==> src/rtl/letc_core_pkg.sv <==
// LETC core shared types: stage indices, flush sources, default flush masks.
// Used by the bubble controller and its optional perf counter bank.
package letc_core_pkg;

    localparam int STAGE_F1 = 0;
    localparam int STAGE_F2 = 1;
    localparam int STAGE_D  = 2;
    localparam int STAGE_E1 = 3;
    localparam int STAGE_E2 = 4;
    localparam int STAGE_M  = 5;
    localparam int STAGE_W  = 6;

    localparam int NUM_STAGES_DEF    = STAGE_W + 1;
    localparam int NUM_FLUSH_SRC_DEF = 2;
    localparam int CTR_W_DEF         = 32;

    typedef enum logic [0:0] {
        FLUSH_SRC_EXCEPTION = 1'b0,
        FLUSH_SRC_BRANCH    = 1'b1
    } flush_src_e;

    typedef enum logic {
        PEND_IDLE,
        PEND_DRAIN
    } pend_state_e;

    localparam logic [NUM_STAGES_DEF-1:0] FLUSH_MASK_EXCEPTION = 7'b0111111;
    localparam logic [NUM_STAGES_DEF-1:0] FLUSH_MASK_BRANCH    = 7'b0001111;

    localparam logic [NUM_FLUSH_SRC_DEF-1:0][NUM_STAGES_DEF-1:0] FLUSH_MASK_DEF =
        {FLUSH_MASK_BRANCH, FLUSH_MASK_EXCEPTION};

    function automatic int width_min1(input int n);
        return (n > 1) ? $clog2(n) : 1;
    endfunction

endpackage

==> src/rtl/letc_core_bubble_ctrl_if.sv <==
// Stall/flush control bundle between the pipeline and the bubble controller.
// The controller is the slave; the pipeline side is the master.
interface letc_core_bubble_ctrl_if
    import letc_core_pkg::*;
#(
    parameter int NUM_STAGES    = NUM_STAGES_DEF,
    parameter int NUM_FLUSH_SRC = NUM_FLUSH_SRC_DEF,
    parameter int CTR_W         = CTR_W_DEF
);
    localparam int SRC_W = width_min1(NUM_FLUSH_SRC);

    logic [NUM_STAGES-1:0]    stage_ready;
    logic [NUM_STAGES-1:0]    hazard_stall;
    logic [NUM_FLUSH_SRC-1:0] flush_req;
    logic                     perf_clear;

    logic [NUM_STAGES-1:0]    stage_flush;
    logic [NUM_STAGES-1:0]    stage_stall;
    logic                     flush_valid;
    logic [SRC_W-1:0]         flush_src;
    logic                     flush_pending;

    logic [NUM_STAGES-1:0][CTR_W-1:0]    perf_stall_cycles;
    logic [NUM_FLUSH_SRC-1:0][CTR_W-1:0] perf_flush_events;

    modport master (
        output stage_ready, hazard_stall, flush_req, perf_clear,
        input  stage_flush, stage_stall, flush_valid, flush_src,
        input  flush_pending, perf_stall_cycles, perf_flush_events
    );

    modport slave (
        input  stage_ready, hazard_stall, flush_req, perf_clear,
        output stage_flush, stage_stall, flush_valid, flush_src,
        output flush_pending, perf_stall_cycles, perf_flush_events
    );

endinterface

==> src/rtl/letc_core_bubble_perf.sv <==
// Saturating perf counter bank: per-stage stall cycles, per-source flushes.
// Clear beats increment; counters hold at all-ones instead of wrapping.
module letc_core_bubble_perf #(
    parameter int NUM_STAGES    = 7,
    parameter int NUM_FLUSH_SRC = 2,
    parameter int CTR_W         = 32,
    parameter int SRC_W         = 1
) (
    input  logic                                clk,
    input  logic                                rst_n,
    input  logic                                clear,
    input  logic [NUM_STAGES-1:0]               stall_inc,
    input  logic                                flush_valid,
    input  logic [SRC_W-1:0]                    flush_src,
    output logic [NUM_STAGES-1:0][CTR_W-1:0]    stall_cycles,
    output logic [NUM_FLUSH_SRC-1:0][CTR_W-1:0] flush_events
);

    always_ff @(posedge clk or negedge rst_n) begin
        if (!rst_n) begin
            stall_cycles <= '0;
        end else begin
            for (int s = 0; s < NUM_STAGES; s++) begin
                if (clear) begin
                    stall_cycles[s] <= '0;
                end else if (stall_inc[s] && !(&stall_cycles[s])) begin
                    stall_cycles[s] <= stall_cycles[s] + 1'b1;
                end
            end
        end
    end

    always_ff @(posedge clk or negedge rst_n) begin
        if (!rst_n) begin
            flush_events <= '0;
        end else begin
            for (int f = 0; f < NUM_FLUSH_SRC; f++) begin
                if (clear) begin
                    flush_events[f] <= '0;
                end else if (flush_valid && (flush_src == SRC_W'(f))
                             && !(&flush_events[f])) begin
                    flush_events[f] <= flush_events[f] + 1'b1;
                end
            end
        end
    end

endmodule

==> src/rtl/letc_core_bubble_ctrl.sv <==
// Pipeline stall/flush controller: prioritised flush arbitration, sticky drains,
// flush-over-stall back-pressure. Perf counters built with LETC_CORE_BUBBLE_PERF_EN.
module letc_core_bubble_ctrl
    import letc_core_pkg::*;
#(
    parameter int NUM_STAGES    = NUM_STAGES_DEF,
    parameter int NUM_FLUSH_SRC = NUM_FLUSH_SRC_DEF,
    parameter int CTR_W         = CTR_W_DEF,
    parameter logic [NUM_FLUSH_SRC-1:0][NUM_STAGES-1:0] FLUSH_MASK = FLUSH_MASK_DEF
) (
    input  logic                    clk,
    input  logic                    rst_n,
    letc_core_bubble_ctrl_if.slave  bus
);

    localparam int SRC_W = width_min1(NUM_FLUSH_SRC);

    logic                  flush_valid;
    logic [SRC_W-1:0]      win;
    logic [NUM_STAGES-1:0] direct_flush;
    logic [NUM_STAGES-1:0] pend;
    logic [NUM_STAGES-1:0] busy;
    logic [NUM_STAGES-1:0] bp;
    logic [NUM_STAGES-1:0] flush_c;
    logic [NUM_STAGES-1:0] stall_c;

    pend_state_e st_q [NUM_STAGES];
    pend_state_e st_d [NUM_STAGES];

    // Lowest index wins; losing requests in the same cycle are dropped.
    always_comb begin
        flush_valid = |bus.flush_req;
        win         = '0;
        for (int i = NUM_FLUSH_SRC - 1; i >= 0; i--) begin
            if (bus.flush_req[i]) begin
                win = SRC_W'(i);
            end
        end
        direct_flush = flush_valid ? FLUSH_MASK[win] : '0;
    end

    always_ff @(posedge clk or negedge rst_n) begin
        if (!rst_n) begin
            for (int s = 0; s < NUM_STAGES; s++) begin
                st_q[s] <= PEND_IDLE;
            end
        end else begin
            for (int s = 0; s < NUM_STAGES; s++) begin
                st_q[s] <= st_d[s];
            end
        end
    end

    // A fresh flush on a busy stage outranks that stage draining.
    always_comb begin
        for (int s = 0; s < NUM_STAGES; s++) begin
            st_d[s] = st_q[s];
            unique case (st_q[s])
                PEND_IDLE: begin
                    if (direct_flush[s] && !bus.stage_ready[s]) begin
                        st_d[s] = PEND_DRAIN;
                    end
                end
                PEND_DRAIN: begin
                    if (bus.stage_ready[s] && !direct_flush[s]) begin
                        st_d[s] = PEND_IDLE;
                    end
                end
                default: st_d[s] = PEND_IDLE;
            endcase
        end
    end

    always_comb begin
        for (int s = 0; s < NUM_STAGES; s++) begin
            pend[s] = (st_q[s] == PEND_DRAIN);
        end
        flush_c = direct_flush | pend;
        busy    = bus.hazard_stall | ~bus.stage_ready;
        for (int i = 0; i < NUM_STAGES; i++) begin
            bp[i] = |(busy >> i);
        end
        stall_c = bp & ~flush_c;
    end

    assign bus.stage_flush   = flush_c;
    assign bus.stage_stall   = stall_c;
    assign bus.flush_valid   = flush_valid;
    assign bus.flush_src     = win;
    assign bus.flush_pending = |pend;

`ifdef LETC_CORE_BUBBLE_PERF_EN
    letc_core_bubble_perf #(
        .NUM_STAGES    (NUM_STAGES),
        .NUM_FLUSH_SRC (NUM_FLUSH_SRC),
        .CTR_W         (CTR_W),
        .SRC_W         (SRC_W)
    ) u_perf (
        .clk          (clk),
        .rst_n        (rst_n),
        .clear        (bus.perf_clear),
        .stall_inc    (stall_c),
        .flush_valid  (flush_valid),
        .flush_src    (win),
        .stall_cycles (bus.perf_stall_cycles),
        .flush_events (bus.perf_flush_events)
    );
`else
    logic perf_unused;
    assign perf_unused           = bus.perf_clear;
    assign bus.perf_stall_cycles = '0;
    assign bus.perf_flush_events = '0;
`endif

`ifndef SYNTHESIS
    a_no_flush_and_stall: assert property (@(posedge clk) disable iff (!rst_n)
        (flush_c & stall_c) == '0);

    a_stall_chain: assert property (@(posedge clk) disable iff (!rst_n)
        (stall_c[NUM_STAGES-1:1] & ~stall_c[NUM_STAGES-2:0]
         & ~flush_c[NUM_STAGES-2:0]) == '0);

    a_no_x: assert property (@(posedge clk) disable iff (!rst_n)
        !$isunknown({flush_c, stall_c, flush_valid, win, pend}));
`endif

endmodule
==> src/flat_wrapper.sv <==
// flat-port wrapper written by rule: the top's interface ports become plain ports
module letc_core_bubble_ctrl_flat import letc_core_pkg::*;
#(
    parameter int NUM_STAGES    = NUM_STAGES_DEF,
    parameter int NUM_FLUSH_SRC = NUM_FLUSH_SRC_DEF,
    parameter int CTR_W         = CTR_W_DEF,
    parameter logic [NUM_FLUSH_SRC-1:0][NUM_STAGES-1:0] FLUSH_MASK = FLUSH_MASK_DEF
)
  (clk, rst_n, bus_stage_ready, bus_hazard_stall, bus_flush_req, bus_perf_clear, bus_stage_flush, bus_stage_stall, bus_flush_valid, bus_flush_src, bus_flush_pending, bus_perf_stall_cycles, bus_perf_flush_events);
  letc_core_bubble_ctrl_if #(.NUM_STAGES(NUM_STAGES), .NUM_FLUSH_SRC(NUM_FLUSH_SRC), .CTR_W(CTR_W)) bus_i ();
  input  logic clk;
  input  logic rst_n;
  input wire logic [$bits(bus_i.stage_ready)-1:0] bus_stage_ready;
  input wire logic [$bits(bus_i.hazard_stall)-1:0] bus_hazard_stall;
  input wire logic [$bits(bus_i.flush_req)-1:0] bus_flush_req;
  input wire logic [$bits(bus_i.perf_clear)-1:0] bus_perf_clear;
  output wire logic [$bits(bus_i.stage_flush)-1:0] bus_stage_flush;
  output wire logic [$bits(bus_i.stage_stall)-1:0] bus_stage_stall;
  output wire logic [$bits(bus_i.flush_valid)-1:0] bus_flush_valid;
  output wire logic [$bits(bus_i.flush_src)-1:0] bus_flush_src;
  output wire logic [$bits(bus_i.flush_pending)-1:0] bus_flush_pending;
  output wire logic [$bits(bus_i.perf_stall_cycles)-1:0] bus_perf_stall_cycles;
  output wire logic [$bits(bus_i.perf_flush_events)-1:0] bus_perf_flush_events;
  assign bus_i.stage_ready = bus_stage_ready;
  assign bus_i.hazard_stall = bus_hazard_stall;
  assign bus_i.flush_req = bus_flush_req;
  assign bus_i.perf_clear = bus_perf_clear;
  assign bus_stage_flush = bus_i.stage_flush;
  assign bus_stage_stall = bus_i.stage_stall;
  assign bus_flush_valid = bus_i.flush_valid;
  assign bus_flush_src = bus_i.flush_src;
  assign bus_flush_pending = bus_i.flush_pending;
  assign bus_perf_stall_cycles = bus_i.perf_stall_cycles;
  assign bus_perf_flush_events = bus_i.perf_flush_events;
  letc_core_bubble_ctrl #(.NUM_STAGES(NUM_STAGES), .NUM_FLUSH_SRC(NUM_FLUSH_SRC), .CTR_W(CTR_W), .FLUSH_MASK(FLUSH_MASK)) u_core (.clk(clk), .rst_n(rst_n), .bus(bus_i));
endmodule
==> config.mk <==
export PLATFORM = sky130hd
export DESIGN_NAME = letc_core_bubble_ctrl_flat
export DESIGN_NICKNAME = d
export VERILOG_FILES = /design/src/rtl/letc_core_pkg.sv /design/src/rtl/letc_core_bubble_ctrl_if.sv /design/src/rtl/letc_core_bubble_perf.sv /design/src/rtl/letc_core_bubble_ctrl.sv /design/src/flat_wrapper.sv
export SDC_FILE = /design/constraint.sdc
export NUM_CORES = 1
export LEC_CHECK = 0
export CELL_PAD_IN_SITES_DETAIL_PLACEMENT = 0
export CELL_PAD_IN_SITES_GLOBAL_PLACEMENT = 1
export CORE_AREA = 2 2 124 126
export DETAILED_ROUTE_END_ITERATION = 6
export DIE_AREA = 0 0 126 128
export PLACE_DENSITY_LB_ADDON = 0.1
export SYNTH_ARGS = -nofsm -noshare
export SYNTH_HDL_FRONTEND = slang
export SYNTH_SLANG_ARGS = --single-unit
==> constraint.sdc <==
create_clock -name clk -period 2.5 [get_ports clk]
set_clock_uncertainty 0.1 [all_clocks]
set_input_delay 0.75 -clock clk [delete_from_list [all_inputs] [get_ports clk]]
set_output_delay 0.75 -clock clk [all_outputs]
set_load 0.01 [all_outputs]
==> results of run 1 <==
-- worst max-delay path: stages --
cell and delay, ns:
clkdlybuf4s15_1 0.23, nor4_4 0.35, a41oi_2 0.15, buf_2 0.16
-- layer usage --
layer / vias up / part of all wire
li1: 579 / -
met4: 0 / 0
met3: 0 / 0.16
met5: - / 0
met1: 570 / 0.34
met2: 173 / 0.50
-- logic make-up (layout without fill, tap and decap cells) --
logic type / count (synthesis) / count (layout) / synth area share
AO/OA/AOI/OAI: 6 / 6 / 0.0133
adder cells (fa/ha/maj): 4 / 4 / 0.0157
buffers and inverters: 300 / 72 / 0.842
flip-flops: 7 / 7 / 0.0666
other: 1 / 288 / 0.00143
AND/OR/NAND/NOR: 22 / 22 / 0.0609
-- final timing paths --
| kind | from | to | slack (ns) | cells past startpoint |
|---|---|---|---|---|
| min reg2reg | u_core.pend[5] | u_core.pend[5] | 0.49 | 2 |
| max in group asynchronous | rst_n | u_core.pend[2] | 1.35 | 1 |
| min in group asynchronous | rst_n | u_core.pend[6] | 0.70 | 1 |
| max reg2reg | u_core.pend[0] | u_core.pend[0] | 1.41 | 2 |
| min | u_core.pend[5] | u_core.pend[5] | 0.49 | 2 |
| max | bus_hazard_stall[2] | bus_stage_stall[0] | 0.004 | 4 |
-- report_power, final --
group | switching [mW] | internal (mW) | leakage, nW
clock network | 0.0558 | 0.212 | 0.0382
logic | 0.256 | 0.0690 | 1.32
registers | 0.0113 | 0.123 | 0.0781
total | 0.323 | 0.404 | 1.44
-- cell type report --
class | instances | area share
timing repair buffer | 58 | 0.186
inverter | 10 | 0.0158
sequential | 7 | 0.0738
multi-input combinational | 320 | 0.592
clock buffer | 4 | 0.0332
tap | 188 | 0.0991
-- cell usage in the layout, fill, tap and decap left out, drive strengths merged, types with 2 or more instances in the layout --
cell	count
maj3	4
o21ai	2
or3	4
dlygate4sd2	8
conb	288
nor4	3
clkdlybuf4s15	3
nor2	6
nand2	3
inv	10
a21oi	2
clkdlybuf4s50	4
buf	40
clkbuf	7
dfrtp	7
-- stage by stage --
| step | util | hold slack [ns] | worst slack [ns] | power [mW] |
|---|---|---|---|---|
| final | 0.160 | 0.488 | 0.00440 | 0.727 |
| after detailed placement | 0.153 | 0.409 | -0.840 | 0.453 |
| after global placement | 0.153 | 0.408 | -0.844 | 0.454 |
| after CTS | 0.160 | 0.451 | -0.0213 | 0.725 |
| after floorplan | - | 0.354 | 0.130 | 0.688 |
| after global routing | 0.160 | 0.532 | -0.0721 | 0.782 |
-- timing repair --
action,in CTS,in global routing
setup buffers,2,0
endpoints found under the hold margin,0,0
endpoints found under the setup margin,16,8
pin swaps,9,1
gates resized for setup,103,6
==> impl_metrics.tcl, run 1 <==
set metrics [dict create \
    netlist.area_leader.share 0.828 \
    ys_types 24 \
    cts_num_sinks 7 \
    io_buffers 34 \
    yosys_register_bits 7 \
    start_kind "input port" \
    dp_hpwl_um 4110 \
    grt_pass1_wl_um 5310 \
    ys.flop_type "dfrtp_1" \
    synthCells 340 \
    drtIter0Drc 16 \
    p_per_area_nw_per_um2 306 \
    fin_crit_sh 0.998 \
    status "completed" \
    cts_buffer_depth 2 \
    via_count 1322 \
    area_growth_pct -9.75 \
    fmax_mhz 401 \
    die_h_um 128 \
    hold_viol_final 0 \
    clk_latency_ns 0.23 \
    synth.cell_area_um2 2630 \
    synthTopCellsByArea "buf_4 83%, dfrtp_1 6.7%, inv_1 1.3%" \
    synth-edff-count 0 \
    fill_cells 1751 \
    largest_register_ffs 7 \
    worstPathRequired_ns 1.65 \
    setup-tns-final_ns 0 \
    rsz0062_at_grt "true" \
    drv_cap 0 \
    place_inst 581 \
    crit_fanout 2 \
    antenna_left 0 \
    synth_area_per_cell_um2 7.74 \
    drcViolationCount 0 \
    drt_first_pass_iters 2 \
    synth_top_cell_by_area "buf_4" \
    floorplan.rows 45 \
    wirelength_um 4310 \
    cts-buffers-inserted 3 \
    irDropWorstVdd_v 0.000176 \
    cts_hold_buf 0 \
    hold_path_class "flop to flop" \
    core_um2 14900 \
    grt_use_met2 0.0775 \
    multi_input_area_um2 1410 \
    n_antenna_cell 0 \
    gr-max-usage-layer "met2" \
    cts_tree "done" \
    synth.most_common_cell "buf_4" \
    crit_type "input port to output port" \
    routedWlPerCell_um 7.35 \
    crit_path_end_kind "output port" \
    first_global_vias 850 \
    async_reset_ff_frac 1.00 \
    seq_area_um2 175 \
    die_x_um 126 \
    final.min_clock_period_ns 2.50 \
    yosys-top-cells-count "290 x buf_4, 9 x inv_1, 7 x dfrtp_1" \
    track_usage 0.0429 \
    ys_seq_area_frac 0.0666 \
    grt_max_degree 8 \
    place_congestion 0.658 \
    fin_area_um2 2370 \
    antenna_found_initial 0 \
    routed_via_density 2.25 \
    start_util 0.177 \
    overflow 0 \
    cts_root_buf "clkbuf_16" \
    drv_slew 0 \
    use_met3 0.0192 \
    nNetsFinal 419 \
    place_area_um2 2270 \
    power.leakage_nw 1.44 \
    worstPathArrival_ns 1.65 \
    grt_util_met1 0.0490 \
    htree_levels 1 \
    yosys_warnings 0 \
    drive_above_1_share 0.168 \
    finalSetupViolations 0 \
    dieArea_um2 16100 \
    fin_cells 587 \
    cts.clk_slew.worst_paths_ns 0.04 \
    io_pins 324 \
]
Power figures use the tool's default switching activity.
==> run 2, diff against run 1 <==
--- a/config.mk
+++ b/config.mk
@@ -5,11 +5,11 @@
 export SDC_FILE = /design/constraint.sdc
 export NUM_CORES = 1
 export LEC_CHECK = 0
-export CELL_PAD_IN_SITES_DETAIL_PLACEMENT = 0
-export CELL_PAD_IN_SITES_GLOBAL_PLACEMENT = 1
-export CORE_AREA = 2 2 124 126
+export CELL_PAD_IN_SITES_DETAIL_PLACEMENT = 2
+export CELL_PAD_IN_SITES_GLOBAL_PLACEMENT = 2
+export CORE_UTILIZATION = 13
+export CTS_CLUSTER_DIAMETER = 120
 export DETAILED_ROUTE_END_ITERATION = 6
-export DIE_AREA = 0 0 126 128
 export PLACE_DENSITY_LB_ADDON = 0.1
 export SYNTH_ARGS = -nofsm -noshare
 export SYNTH_HDL_FRONTEND = slang
==> constraint.sdc (replaced) <==
create_clock -name clk -period 2.5 [get_ports clk]
set_clock_uncertainty 0.1 [all_clocks]
set_input_delay 0.5 -clock clk [delete_from_list [all_inputs] [get_ports clk]]
set_output_delay 0.5 -clock clk [all_outputs]
set_load 0.01 [all_outputs]
==> run 2 against run 1 <==
Sequential power down 3%; critical path depth unchanged; die area up 29%; maximum frequency up 4.3%; combinational power about the same; worst hold slack worse by 0.060 ns; critical path type unchanged; critical endpoint is now bus_stage_flush[0]; largest power group unchanged.
==> impl_metrics.tcl, run 2 (synthesis gave the netlist of run 1 again) <==
set metrics [dict create \
    largest_register_ffs 7 \
    die_x_um 144 \
    cts_buffer_depth 2 \
    cts-buffers-inserted 3 \
    fin_crit_sh 0.957 \
    cp_cell_sequence "dlygate4sd2_1 -> or3_4 -> buf_4 -> clkdlybuf4s50_1" \
    htree_levels 1 \
    combPwrFrac 0.441 \
    power.leakage_nw 1.42 \
    final_common_cell "conb_1" \
    layout_common_cells "288 x conb_1, 22 x clkdlybuf4s50_1, 18 x buf_4" \
    routed_via_density 1.98 \
    crit_path_end_kind "output port" \
    finalSetupViolations 0 \
    p_per_area_nw_per_um2 302 \
    crit_type "input port to output port" \
    start_kind "input port" \
    start_util 0.134 \
    nNetsFinal 413 \
    gr-max-usage-layer "met2" \
    post-route-worst-setup-slack_ns 0.108 \
    path_buf_inv 3 \
    place_inst 654 \
    die_h_um 144 \
    n_antenna_cell 0 \
    power.switching_mw 0.325 \
    place_area_um2 2340 \
    cts_hold_buf 0 \
    drcViolationCount 0 \
    fill_cells 2473 \
    wirelength_um 5190 \
    clk_latency_ns 0.23 \
    grt_use_met2 0.0842 \
    cp_slowest_cell "clkdlybuf4s50_1" \
    cts_num_sinks 7 \
    floorplan.rows 51 \
    whs_ns 0.429 \
    antenna_left 0 \
    p_clk_frac 0.379 \
    worst-r2r-setup-slack_ns 1.52 \
    cts.clk_slew.worst_paths_ns 0.04 \
    final.min_clock_period_ns 2.39 \
    core_um2 19700 \
    antenna_found_initial 0 \
    place_congestion 0.579 \
    worstPathArrival_ns 1.79 \
    hold_path_class "flop to flop" \
    rsz0062_at_grt "false" \
    drtIter0Drc 2 \
    drt_first_pass_iters 2 \
    first_global_vias 1085 \
    grt_util_met1 0.0382 \
    use_met3 0.00530 \
    drv_cap 0 \
    p_total_mw 0.730 \
    track_usage 0.0399 \
    critPathTopFamily "buffers and inverters" \
    final_util 0.123 \
    io_pins 324 \
    via_count 1303 \
    cts_root_buf "clkbuf_16" \
    hold_viol_final 0 \
    dp_hpwl_um 5010 \
    irDropWorstVdd_v 0.000114 \
    area_growth_pct -8.13 \
    switching_share 0.445 \
    p_int_mw 0.405 \
    status "completed" \
    fin_area_um2 2420 \
    grt_max_degree 8 \
    worstPathRequired_ns 1.90 \
    setup-tns-final_ns 0 \
    fin_cells 658 \
    overflow 0 \
    dieArea_um2 20800 \
    drv_slew 0 \
    crit_fanout 5 \
    max_stage_delay_ns 0.48 \
    cts_tree "done" \
    io_buffers 34 \
    grt_pass1_wl_um 6330 \
    place_ws_ns -0.411 \
    routedWlPerCell_um 7.89 \
    fmax_mhz 418 \
    seq_power_share 0.180 \
    drive_above_1_share 0.0865 \
]
## run 2: cell types whose count changed in the layout (fill, tap and decap cells not counted), sizes merged
cell / delta
dlygate4sd2: -3
buf: -19
clkdlybuf4s15: -2
dlymetal6s2s: +3
clkbuf: -3
clkdlybuf4s50: +18
## run 2: cell type report
cell class / instances / area [µm²] / share of cell area
clock buffer: 4 / 78.8 / 0.0326
inverter: 10 / 37.5 / 0.0155
multi-input combinational: 320 / 1330 / 0.550
sequential: 7 / 175 / 0.0725
tap: 265 / 332 / 0.137
timing repair buffer: 52 / 463 / 0.192
## run 2: per-layer routing
| layer | part of all wire | wire (µm) |
|---|---|---|
| met1 | 0.28 | 1430 |
| met4 | 0.012 | 61 |
| met5 | 0 | 0 |
| met3 | 0.15 | 753 |
| met2 | 0.57 | 2940 |
## run 2: worst paths after layout
check | startpoint | to | cells past startpoint
min | u_core.pend[5] | u_core.pend[5] | 2
max reg2reg | u_core.pend[1] | u_core.pend[1] | 1
min reg2reg | u_core.pend[5] | u_core.pend[5] | 2
min in group asynchronous | rst_n | u_core.pend[3] | 1
max | bus_flush_req[1] | bus_stage_flush[0] | 4
max in group asynchronous | rst_n | u_core.pend[5] | 1
## run 2: power by group through the flow
stage	Clock [mW]	Combinational (mW)	Sequential (mW)
5_1_grt	0.290	0.363	0.133
6_report	0.276	0.322	0.131
2_1_floorplan	0	0.558	0.130
4_1_cts	0.284	0.308	0.132
3_5_place_dp	0	0.311	0.133
3_3_place_gp	0	0.311	0.133
## run 2: timing repair
action	in CTS	in global routing
pin swaps	2	3
buffers inserted	0	0
gates resized for setup	19	6
endpoints found under the setup margin	14	4
==> run 3, diff against run 2 <==
--- a/config.mk
+++ b/config.mk
@@ -5,8 +5,10 @@
 export SDC_FILE = /design/constraint.sdc
 export NUM_CORES = 1
 export LEC_CHECK = 0
+export CAP_MARGIN = 15
 export CELL_PAD_IN_SITES_DETAIL_PLACEMENT = 2
 export CELL_PAD_IN_SITES_GLOBAL_PLACEMENT = 2
+export CORE_MARGIN = 1.5
 export CORE_UTILIZATION = 13
 export CTS_CLUSTER_DIAMETER = 120
 export DETAILED_ROUTE_END_ITERATION = 6
==> run 3 against run 2 <==
Maximum frequency is 1.7% lower; largest cell class unchanged; via count is 1.5% higher; clock-buffer cell count is the same; critical path depth did not move; sequential power about the same; highest routed layer unchanged.
==> impl_metrics.tcl, run 3 (synthesis gave the netlist of run 1 again) <==
set metrics [dict create \
    track_usage 0.0458 \
    fmax_mhz 411 \
    htree_levels 1 \
    start_util 0.134 \
    routed_via_density 2.01 \
    io_buffers 34 \
    status "completed" \
    grt_util_met1 0.0450 \
    first_global_vias 1262 \
    fin_cells 658 \
    area_growth_pct -7.52 \
    start_kind "input port" \
    dieArea_um2 21100 \
    post-route-worst-setup-slack_ns 0.0674 \
    antenna_found_initial 0 \
    via_count 1323 \
    io_pins 324 \
    grt_pass1_wl_um 7640 \
    die_x_um 145 \
    fill_cells 2520 \
    crit_path_end_kind "output port" \
    cts.clk_slew.worst_paths_ns 0.04 \
    grt_use_met2 0.0864 \
    nNetsFinal 413 \
    crit_path_end "bus_stage_flush[0]" \
    reg2reg_from "u_core.pend[0]" \
    layout_common_cells "288 x conb_1, 20 x clkdlybuf4s50_1, 18 x buf_4" \
    cts_root_buf "clkbuf_16" \
    n_antenna_cell 0 \
    worstPathArrival_ns 1.83 \
    clk_latency_ns 0.23 \
    whs_ns 0.435 \
    setup-tns-final_ns 0 \
    p_per_area_nw_per_um2 298 \
    core_um2 19700 \
    place_ws_ns -0.495 \
    use_met3 0.0164 \
    place_inst 653 \
    drt_first_pass_iters 4 \
    cts_num_sinks 7 \
    crit_type "input port to output port" \
    r2r_end "u_core.pend[0]" \
    worstPathRequired_ns 1.90 \
    drv_slew 0 \
    crit_start "bus_flush_req[1]" \
    gr-max-usage-layer "met2" \
    routedWlPerCell_um 8.16 \
    hold_path_class "flop to flop" \
    multi_input_area_um2 1340 \
    worst-r2r-setup-slack_ns 1.51 \
    rsz0062_at_grt "false" \
    final_common_cell "conb_1" \
    irDropWorstVdd_v 0.000130 \
    cts_tree "done" \
    r2r.worst_path.cells 1 \
    overflow 0 \
    floorplan.rows 51 \
    final.min_clock_period_ns 2.43 \
    finalSetupViolations 0 \
    dp_hpwl_um 5120 \
    cts_buffer_depth 2 \
    drv_cap 0 \
    cts-buffers-inserted 3 \
    place_congestion 0.598 \
    drcViolationCount 0 \
    power.leakage_nw 1.41 \
    fin_crit_sh 0.973 \
    crit_fanout 6 \
    largest_register_ffs 7 \
    hold_viol_final 0 \
    drive_above_1_share 0.0814 \
    antenna_left 0 \
    drtIter0Drc 11 \
    wirelength_um 5370 \
    die_h_um 145 \
    seq_area_um2 175 \
    grt_max_degree 8 \
]
[run 3: cell count changes in the layout (fill, tap and decap cells not counted), sizes merged]
cell | previous run | this run
clkdlybuf4s15 | 1 | 2
clkdlybuf4s50 | 22 | 20
dlygate4sd2 | 5 | 8
dlymetal6s2s | 3 | 2
buf | 21 | 20
[run 3: power breakdown]
part           internal (mW)  total (mW)  switching [mW]  leakage, nW
logic                 0.0675       0.323           0.255         1.29
clock network          0.212       0.271          0.0589       0.0382
registers              0.123       0.132         0.00853       0.0781
total                  0.403       0.726           0.323         1.41
[run 3: how the worst min path moves through the flow]
stage,end,slack [ns],depth (start not counted),startpoint
after CTS,u_core.pend[4],0.43,2,u_core.pend[4]
after global placement,u_core.pend[4],0.44,2,u_core.pend[4]
after floorplan,u_core.pend[0],0.10,0,rst_n
after global routing,u_core.pend[3],0.47,1,rst_n
after detailed placement,u_core.pend[4],0.42,2,u_core.pend[4]
final,u_core.pend[5],0.43,2,u_core.pend[5]
[run 3: per-layer routing]
metal	share of wire	wire length, µm
met2	0.54	2900
met5	0	0
met1	0.31	1650
met3	0.14	737
met4	0.016	84
[run 3: area by class of cell]
type | instances | area share
clock buffer | 4 | 0.0324
inverter | 10 | 0.0154
multi-input combinational | 320 | 0.552
sequential | 7 | 0.0720
tap | 265 | 0.136
timing repair buffer | 52 | 0.192
[run 3: critical path: stages]
cell and delay, ns:
dlygate4sd2_1 0.31, or3_4 0.41, buf_4 0.14, clkdlybuf4s50_1 0.47
[run 3: repair_timing]
item                                    4_1_cts  5_1_grt
buffers inserted                              1        0
pin swaps                                     2        0
hold buffers                                  0        0
gates cloned                                  0        0
hold endpoints to repair                      0        0
resized for setup                            20        6
endpoints found under the setup margin       14        3
[run 3: stage by stage]
| step | util | cell area, µm² | power, mW |
|---|---|---|---|
| floorplan | - | 3710 | 0.688 |
| detailed placement | 0.119 | 2330 | 0.444 |
| finish | 0.124 | 2430 | 0.726 |
| global placement | 0.119 | 2330 | 0.443 |
| CTS | 0.122 | 2400 | 0.715 |
| global route | 0.124 | 2430 | 0.782 |
